[src/rtl/uart_cmd_parser_if.sv]
// Command handshake bundle between uart_cmd_parser (master) and its consumer (slave).
// MAX_LEN must match the parser's MAX_LEN so the payload widths agree.
interface uart_cmd_parser_if #(
  parameter int MAX_LEN = 8
);
  logic                 cmd_valid;
  logic                 cmd_ready;
  logic [7:0]           cmd_code;
  logic [5:0]           cmd_len;
  logic [MAX_LEN*8-1:0] cmd_payload;

  modport master (
    output cmd_valid,
    output cmd_code,
    output cmd_len,
    output cmd_payload,
    input  cmd_ready
  );

  modport slave (
    input  cmd_valid,
    input  cmd_code,
    input  cmd_len,
    input  cmd_payload,
    output cmd_ready
  );
endinterface

[src/rtl/uart_cmd_parser.sv]
// uart_cmd_parser: assembles host frames (SOF 0xA5, CMD, LEN, payload, CHK) from
// UART receiver bytes and presents checked commands on a valid/ready port.
// Error codes: 1=checksum 2=length 3=line 4=timeout 5=overrun, one-cycle pulse.
// Optional feature: define UART_CMD_TIMEOUT_EN to enable the inter-byte timeout
// (adds the TIMEOUT_CYCLES parameter); without it partial frames wait forever.
module uart_cmd_parser #(
  parameter int MAX_LEN = 8
`ifdef UART_CMD_TIMEOUT_EN
  , parameter int TIMEOUT_CYCLES = 84_000
`endif
) (
  input  logic                sys_clk,
  input  logic                sys_rst_n,
  input  logic [7:0]          byte_data,
  input  logic                byte_valid,
  input  logic                byte_err,
  uart_cmd_parser_if.master   cmd,
  output logic                err_valid,
  output logic [2:0]          err_code
);

  localparam logic [2:0] S_IDLE    = 3'd0;
  localparam logic [2:0] S_CMD     = 3'd1;
  localparam logic [2:0] S_LEN     = 3'd2;
  localparam logic [2:0] S_PAYLOAD = 3'd3;
  localparam logic [2:0] S_CHK     = 3'd4;
  localparam logic [2:0] S_HOLD    = 3'd5;

  localparam logic [2:0] E_CHECKSUM = 3'd1;
  localparam logic [2:0] E_LENGTH   = 3'd2;
  localparam logic [2:0] E_LINE     = 3'd3;
`ifdef UART_CMD_TIMEOUT_EN
  localparam logic [2:0] E_TIMEOUT  = 3'd4;
`endif
  localparam logic [2:0] E_OVERRUN  = 3'd5;

  logic [2:0]           state;
  logic [7:0]           code_q;
  logic [5:0]           len_q;
  logic [MAX_LEN*8-1:0] payload_q;
  logic [5:0]           cnt;
  logic [7:0]           sum;
  logic                 valid_q;
  logic                 sof;

`ifdef UART_CMD_TIMEOUT_EN
  localparam int CW = $clog2(TIMEOUT_CYCLES + 1);
  logic [CW-1:0] idle_cnt;
  logic          timeout_hit;
  assign timeout_hit = (idle_cnt == CW'(TIMEOUT_CYCLES - 1));
`endif

  assign sof = byte_valid && !byte_err && (byte_data == 8'hA5);

  assign cmd.cmd_valid   = valid_q;
  assign cmd.cmd_code    = code_q;
  assign cmd.cmd_len     = len_q;
  assign cmd.cmd_payload = payload_q;

  // Frame FSM: byte assembly, running checksum, command hold and error pulses.
  // An accepted command frees HOLD in the same cycle, so a simultaneous 0xA5
  // is treated exactly as it would be in IDLE.
  always_ff @(posedge sys_clk or negedge sys_rst_n) begin
    if (!sys_rst_n) begin
      state     <= S_IDLE;
      code_q    <= '0;
      len_q     <= '0;
      payload_q <= '0;
      cnt       <= '0;
      sum       <= '0;
      valid_q   <= 1'b0;
      err_valid <= 1'b0;
      err_code  <= '0;
`ifdef UART_CMD_TIMEOUT_EN
      idle_cnt  <= '0;
`endif
    end else begin
      err_valid <= 1'b0;
      err_code  <= '0;
`ifdef UART_CMD_TIMEOUT_EN
      if (state == S_IDLE || state == S_HOLD || byte_valid) begin
        idle_cnt <= '0;
      end else begin
        idle_cnt <= idle_cnt + CW'(1);
      end
`endif
      case (state)
        S_IDLE: begin
          if (sof) begin
            state     <= S_CMD;
            payload_q <= '0;
            sum       <= '0;
            cnt       <= '0;
          end
        end

        S_CMD, S_LEN, S_PAYLOAD, S_CHK: begin
          if (byte_valid && byte_err) begin
            err_valid <= 1'b1;
            err_code  <= E_LINE;
            state     <= S_IDLE;
          end else if (byte_valid) begin
            case (state)
              S_CMD: begin
                code_q <= byte_data;
                sum    <= byte_data;
                state  <= S_LEN;
              end
              S_LEN: begin
                if (byte_data > 8'(MAX_LEN)) begin
                  err_valid <= 1'b1;
                  err_code  <= E_LENGTH;
                  state     <= S_IDLE;
                end else begin
                  len_q <= byte_data[5:0];
                  sum   <= sum + byte_data;
                  cnt   <= '0;
                  state <= (byte_data == 8'd0) ? S_CHK : S_PAYLOAD;
                end
              end
              S_PAYLOAD: begin
                for (int unsigned i = 0; i < MAX_LEN; i++) begin
                  if (cnt == 6'(i)) payload_q[8*i +: 8] <= byte_data;
                end
                sum <= sum + byte_data;
                cnt <= cnt + 6'd1;
                if (cnt + 6'd1 == len_q) state <= S_CHK;
              end
              default: begin
                if (byte_data == sum) begin
                  valid_q <= 1'b1;
                  state   <= S_HOLD;
                end else begin
                  err_valid <= 1'b1;
                  err_code  <= E_CHECKSUM;
                  state     <= S_IDLE;
                end
              end
            endcase
`ifdef UART_CMD_TIMEOUT_EN
          end else if (timeout_hit) begin
            err_valid <= 1'b1;
            err_code  <= E_TIMEOUT;
            state     <= S_IDLE;
`endif
          end
        end

        S_HOLD: begin
          if (cmd.cmd_ready) begin
            valid_q <= 1'b0;
            if (sof) begin
              state     <= S_CMD;
              payload_q <= '0;
              sum       <= '0;
              cnt       <= '0;
            end else begin
              state <= S_IDLE;
            end
          end else if (byte_valid && !byte_err) begin
            err_valid <= 1'b1;
            err_code  <= E_OVERRUN;
          end
        end

        default: state <= S_IDLE;
      endcase
    end
  end

endmodule
[src/flat_wrapper.sv]
// flat-port wrapper written by rule: the top's interface ports become plain ports
module uart_cmd_parser_flat 
#(
  parameter int MAX_LEN = 8

)
  (sys_clk, sys_rst_n, byte_data, byte_valid, byte_err, err_valid, err_code, cmd_cmd_valid, cmd_cmd_code, cmd_cmd_len, cmd_cmd_payload, cmd_cmd_ready);
  uart_cmd_parser_if #(.MAX_LEN(MAX_LEN)) cmd_i ();
  input  logic sys_clk;
  input  logic sys_rst_n;
  input  logic [7:0] byte_data;
  input  logic byte_valid;
  input  logic byte_err;
  output logic err_valid;
  output logic [2:0] err_code;
  output wire logic [$bits(cmd_i.cmd_valid)-1:0] cmd_cmd_valid;
  output wire logic [$bits(cmd_i.cmd_code)-1:0] cmd_cmd_code;
  output wire logic [$bits(cmd_i.cmd_len)-1:0] cmd_cmd_len;
  output wire logic [$bits(cmd_i.cmd_payload)-1:0] cmd_cmd_payload;
  input wire logic [$bits(cmd_i.cmd_ready)-1:0] cmd_cmd_ready;
  assign cmd_cmd_valid = cmd_i.cmd_valid;
  assign cmd_cmd_code = cmd_i.cmd_code;
  assign cmd_cmd_len = cmd_i.cmd_len;
  assign cmd_cmd_payload = cmd_i.cmd_payload;
  assign cmd_i.cmd_ready = cmd_cmd_ready;
  uart_cmd_parser #(.MAX_LEN(MAX_LEN)) u_core (.sys_clk(sys_clk), .sys_rst_n(sys_rst_n), .byte_data(byte_data), .byte_valid(byte_valid), .byte_err(byte_err), .cmd(cmd_i), .err_valid(err_valid), .err_code(err_code));
endmodule
[config.mk]
export PLATFORM = sky130hd
export DESIGN_NAME = uart_cmd_parser_flat
export DESIGN_NICKNAME = d
export VERILOG_FILES = /design/src/rtl/uart_cmd_parser_if.sv /design/src/rtl/uart_cmd_parser.sv /design/src/flat_wrapper.sv
export SDC_FILE = /design/constraint.sdc
export NUM_CORES = 1
export LEC_CHECK = 0
export ABC_AREA = 0
export BUFFER_PORTS_ARGS = -buffer_cell sky130_fd_sc_hd__buf_2
export CORE_MARGIN = 4
export CORE_UTILIZATION = 50
export DETAILED_ROUTE_END_ITERATION = 10
export GPL_TIMING_DRIVEN = 0
export PLACE_DENSITY = 0.69
export SLEW_MARGIN = 10
export SYNTH_ARGS = -nofsm -noshare
export SYNTH_HDL_FRONTEND = slang
export SYNTH_SLANG_ARGS = --single-unit
[constraint.sdc]
create_clock -name sys_clk -period 2.9 [get_ports sys_clk]
set_input_delay 0.29 -clock sys_clk [delete_from_list [all_inputs] [get_ports sys_clk]]
set_output_delay 0.29 -clock sys_clk [all_outputs]
set_load 0.005 [all_outputs]
==> Word-level counts from Yosys, hierarchy flattened <==
Cells that the tools add are included.
Widths: inputs -> output; s select.
{ "op_classes": {"addsub": 2, "n_lt_le_gt_ge": 1, "eq_ne": 35, "n_mux": 61, "bitwise_logic": 2, "reduce_logical": 26} }
{ "op_table": {"columns": ["operator", "count"], "rows": [
  ["$mux 64", 5],
  ["$pmux 64 s3", 1],
  ["$mux 8", 13],
  ["$reduce_and 6->1", 11],
  ["$pmux 8 s3", 2],
  ["$mux 3", 12],
  ["$mux 6", 5],
  ["$eq 6x3->1 const B", 4],
  ["$ne 2x1->1 const B", 11],
  ["$pmux 3 s3", 2],
  ["$pmux 6 s3", 1],
  ["$mux 1", 13],
  ["$eq 6x2->1 const B", 2],
  ["$pmux 3 s2", 2],
  ["$pmux 6 s2", 1],
  ["$add 8x8->8", 1],
  ["$eq 8x8->1", 1],
  ["$eq 8x8->1 const B", 1],
  ["$gt 8x4->1 const B", 1],
  ["$logic_not 8->1", 1],
  ["$ne 2x2->1 const B", 4],
  ["$reduce_and 4->1", 2],
  ["$add 6x1->6 const B", 1],
  ["$eq 3x2->1 const B", 2],
  ["22 further kinds", 28]
]} }
{ "totals": {"register_bits": 100, "inputBits": 13, "out_inout_bits": 83, "word_cells": 143} }

==> Logic depth before layout (Yosys ltp) <==
{ "logic_depth": {"word_depth": 7, "mapped_depth": 9, "depth_no_buf": 9} }

==> Worst setup path after synthesis <==
OpenSTA, ideal clock, no wires.
{ "synth_path": {"path_kind": "input to register", "from": "input byte_data[1]", "to": "register u_core.code_q[0], in the netlist u_core.cmd.cmd_code[0]", "setup_time_ps": 125, "arrival_time_ps": 2245, "required_time_ps": 2775, "slack_ps": 530, "path_stages": 7, "path_buffers": 1, "path_cell_list": "or4b_4 > or3_4 > o311ai_4 > o211a_4 > and3_4 > buf_8 > mux2_4"} }
{ "synth_rtl": {"columns": ["item", "line_no", "text"], "rows": [
  ["start, declared", "flat_wrapper.sv:11", "input logic [7:0] byte_data;"],
  ["end signal, assigned", "uart_cmd_parser.sv:105", "code_q <= byte_data;"],
  ["end, declared", "uart_cmd_parser.sv:38", "logic [7:0] code_q;"]
]} }

==> Worst setup path after layout <==
{ "layout_path": {"from": "register u_core.state[0]", "to": "register u_core.payload_q[32], in the netlist u_core.cmd.cmd_payload[32]"} }
{ "layout_via": {"elab_chain_cells": 4, "elab_cells_between_ends": 15, "classes_between": "eq/ne (10); mux (1); reduce/logical (4)"} }
{ "layout_rtl": {"columns": ["item", "line_no", "text"], "rows": [
  ["start, declared", "uart_cmd_parser.sv:37", "logic [2:0] state;"],
  ["start signal, assigned", "uart_cmd_parser.sv:118", "state <= (byte_data == 8'd0) ? S_CHK : S_PAYLOAD;"],
  ["$eq 3x3->1, or another cell as far along", "uart_cmd_parser.sv:87", "case (state)"],
  ["$reduce_or 4->1", "uart_cmd_parser.sv:87", null],
  ["$ne 2x1->1 (no line), or another cell as far along", null, null],
  ["$reduce_and 6->1 (no line)", null, null],
  ["end signal, assigned by index", "uart_cmd_parser.sv:123", "if (cnt == 6'(i)) payload_q[8*i +: 8] <= byte_data;"],
  ["end, declared", "uart_cmd_parser.sv:40", "logic [MAX_LEN*8-1:0] payload_q;"]
]} }
Parallel ways exist; a longest one is shown, timed or not.
A chain may end at the register's enable or synchronous reset.

==> metrics <==
Synth cell types 63; TritonCTS clock tree done; DRT antenna net count 0; WP data arrival 2960 ps; maximum vdd drop 470 uV; XOR/XNOR Fraction of Synth Area 0.0176; IO Count 96; FILL cells 858; Longest Clk Path Bufs 2; skew final 14.3 ps; worst hold path class input port to register; DP HPWL 8.81 mm; Tcrit/Tclk final 0.930; Switching Share 0.392; Chip Height 108 um; initial core utilization 0.512; power per cell area 979 nW/um2; Sink Count 100; clock tree root buffer cell clkbuf_8; P&R area growth vs syn 18.0%; Startpoint Class register; syn avg cell area 11.5 um2; first-pass GRT wire length 20.0 mm; Peak Freq 371 MHz; Top FF cell, synth dfrtp_1; r2r setup slk 200 ps; Yosys Warn Count 0; initial DRC count 207; outcome completed; CP Max Fanout 10; RSZ-0062 raised after global routing no; routability cong. 0.874; largest net degree at the start of global routing 67; syn nets 458; via count 3,722; post-CTS setup buffers 0; vias in the first global route 3,905; Psw 2.26 mW; final design utilization 0.605; worst-margin pin slew 647 ps; required time of the critical path 3160 ps; DRC 0; Seq pwr share 0.397; Clock power frac 0.160; Die W 108 um; Lkg Pwr 2.93 nW; #FFs+latches synth 100; row cnt 36; All-Layer GR Usage 0.221; cell count after synthesis 433; Adder-Cell Fraction of Synth Area 0.0316; WL/cell 17.9 um; cts bufs inserted 9; P_int 3.50 mW; initial antenna violation count 0; Pre-Repair DR Iteration Count 4; post-synthesis mux area share 0.187; H-tree depth 3; CP Class register to register; grt total ovfl 0; Nets 566; compound-cell area share of the yosys netlist 0.103; combinational share of power 0.442; max cap viols 0; clk_lat worst skew 380 ps; clock-pin slew on the worst setup and hold paths 110 ps; Mapped Area 4990 um2; die area 11,600 um2; min Tclk post-route 2700 ps; WL final 12.2 mm; share of layout cells above drive strength 1 0.262; Fin Setup TNS 0 ps; Final Hold Fails 0; FF/Latch Area 2500 um2; EDFF count, synth 0; antenna fix cells 0; sequential share of the synthesized area 0.502; Core Footprint 9730 um2; area of the multi-input gates 2300 um2; FFs w/ async S/R, synth 1.00; final setup fails 0; I/O Buffers 95; relative slew slack 0.562; main combinational cell family by area after synthesis multiplexers; final slew viol count 0; simple-gate share of the synthesized area 0.123; vias per std cell 5.48; CP Capture Type register
synthesized netlist by cell type, types with 2 or more instances:
cell	number	area, um2
dfrtp_1	100	2500
mux2_1	64	721
nand2_1	23	86.3
a21oi_1	20	100
nor2_1	19	71.3
clkbuf_1	17	63.8
o21ai_1	13	65.1
ha_1	11	138
inv_1	11	41.3
nor3_1	11	55.1
buf_2	10	50.1
and3_1	9	56.3
o21ai_0	9	45.0
nand3_1	8	40.0
or2_1	8	50.1
mux2_4	7	105
mux2i_1	6	60.1
nand2b_1	5	31.3
xnor2_1	5	43.8
xor2_1	5	43.8
a211oi_1	4	30.0
and2_1	4	25.0
mux2_2	4	45.0
nor2b_1	4	25.0
nor3b_1	4	30.0
nor4_1	4	25.0
o31ai_1	4	30.0
o22ai_1	3	18.8
a31oi_1	2	12.5
buf_1	2	7.51
nand3b_1	2	15.0
nand4b_1	2	17.5
nor4b_1	2	17.5
o21a_1	2	15.0
per-layer routing:
layer | global-route usage | routed length, um | vias to the layer above | share of wire
li1 | - | - | 1757 | -
met3 | 0.0582 | 722 | 13 | 0.059
met2 | 0.359 | 5930 | 97 | 0.49
met5 | 0 | 0 | - | 0
met4 | 0.0469 | 109 | 0 | 0.0090
met1 | 0.299 | 5410 | 1855 | 0.44
what timing repair did:
item	CTS	global route
hold buffers	1	0
resized for setup	0	0
endpoints found under the setup margin	0	0
hold endpoints to repair	34	0
registers in the layout (all words and copies together) (netlist names), 3 cells and up:
name                    count
u_core.cmd.cmd_payload     64
u_core.cmd.cmd_code         8
u_core.sum                  8
u_core.cmd.cmd_len          6
u_core.cnt                  6
u_core.err_code             3
u_core.state                3
cells by family after synthesis:
| family | after synthesis |
|---|---|
| xor gates and xnor gates | 10 |
| AOI/OAI and AO/OA | 76 |
| adders and majority gates | 12 |
| DFF | 100 |
| buffers and inverters | 42 |
| and+or+nand+nor | 112 |
| muxes | 81 |
worst paths after layout:
| check | cells after the start | startpoint | to |
|---|---|---|---|
| min reg2reg | 1 | u_core.cmd.cmd_payload[33] | u_core.cmd.cmd_payload[33] |
| max in group asynchronous | 3 | sys_rst_n | u_core.cmd.cmd_payload[36] |
| min in group asynchronous | 2 | sys_rst_n | u_core.err_code[2] |
| max | 8 | u_core.state[0] | u_core.cmd.cmd_payload[32] |
| max reg2reg | 8 | u_core.state[0] | u_core.cmd.cmd_payload[32] |
| min | 2 | cmd_cmd_ready | u_core.err_code[2] |
power groups by stage:
stage / sequential [mW] / clock, mW / combinational [mW]
after detailed placement: 2.32 / 0 / 2.56
final: 2.29 / 0.924 / 2.55
after floorplan: 2.32 / 0 / 1.50
after global routing: 2.37 / 1.01 / 2.83
after global placement: 2.29 / 0 / 2.49
after CTS: 2.29 / 0.955 / 2.57
metrics by stage:
stage          setup WS, ps  hold WS, ps  area, um2  power [mW]  cells
2_1_floorplan           530        -5.59       4990        3.83    433
3_3_place_gp            258          470       5630        4.77    661
3_5_place_dp            226          278       5660        4.87    662
4_1_cts                 208         91.6       5890        5.82    679
5_1_grt                35.8         97.2       5890        6.21    679
6_report                203          108       5890        5.76    679
critical path: stages, from the launching register on:
cell and delay [ps]:
dfrtp_1 490, or3_1 410, clkbuf_1 240, nand2_1 180, clkbuf_1 430, a21oi_1 80
or2_1 220, buf_2 200, mux2_1 330
layout make-up:
class	instances	share of cell area
flip-flops and latches	100	0.425
well taps	133	0.0283
inverters	12	0.00765
multi-input cells	291	0.391
clock buffers	9	0.0210
repair buffers	97	0.0876
plain buffers	30	0.0232
clock inverters	7	0.0159
placed cells by master (no fill, tap or decap), types with 3 or more instances in the layout:
cell type  Yosys  routed
nand2b_1       5       5
a21oi_1       20      20
mux2i_1        6       6
clkbuf_1      17      17
nor3b_1        4       4
nor3_1        11      11
dfrtp_1      100     100
nand3_1        8       8
mux2_2         4       4
o21ai_1       13      13
mux2_4         7       7
buf_2         10     104
nor4_1         4       4
a211oi_1       4       4
o21ai_0        9       9
and2_1         4       4
mux2_1        64      64
clkbuf_8       0       9
xnor2_1        5       5
o31ai_1        4       4
inv_1         11      11
nor2b_1        4       4
clkinv_8       0       4
or2_1          8       8
xor2_1         5       5
ha_1          11      11
nand2_1       23      23
nor2_1        19      19
o22ai_1        3       3
and3_1         9       9
(Power assumes the default switching activity.)
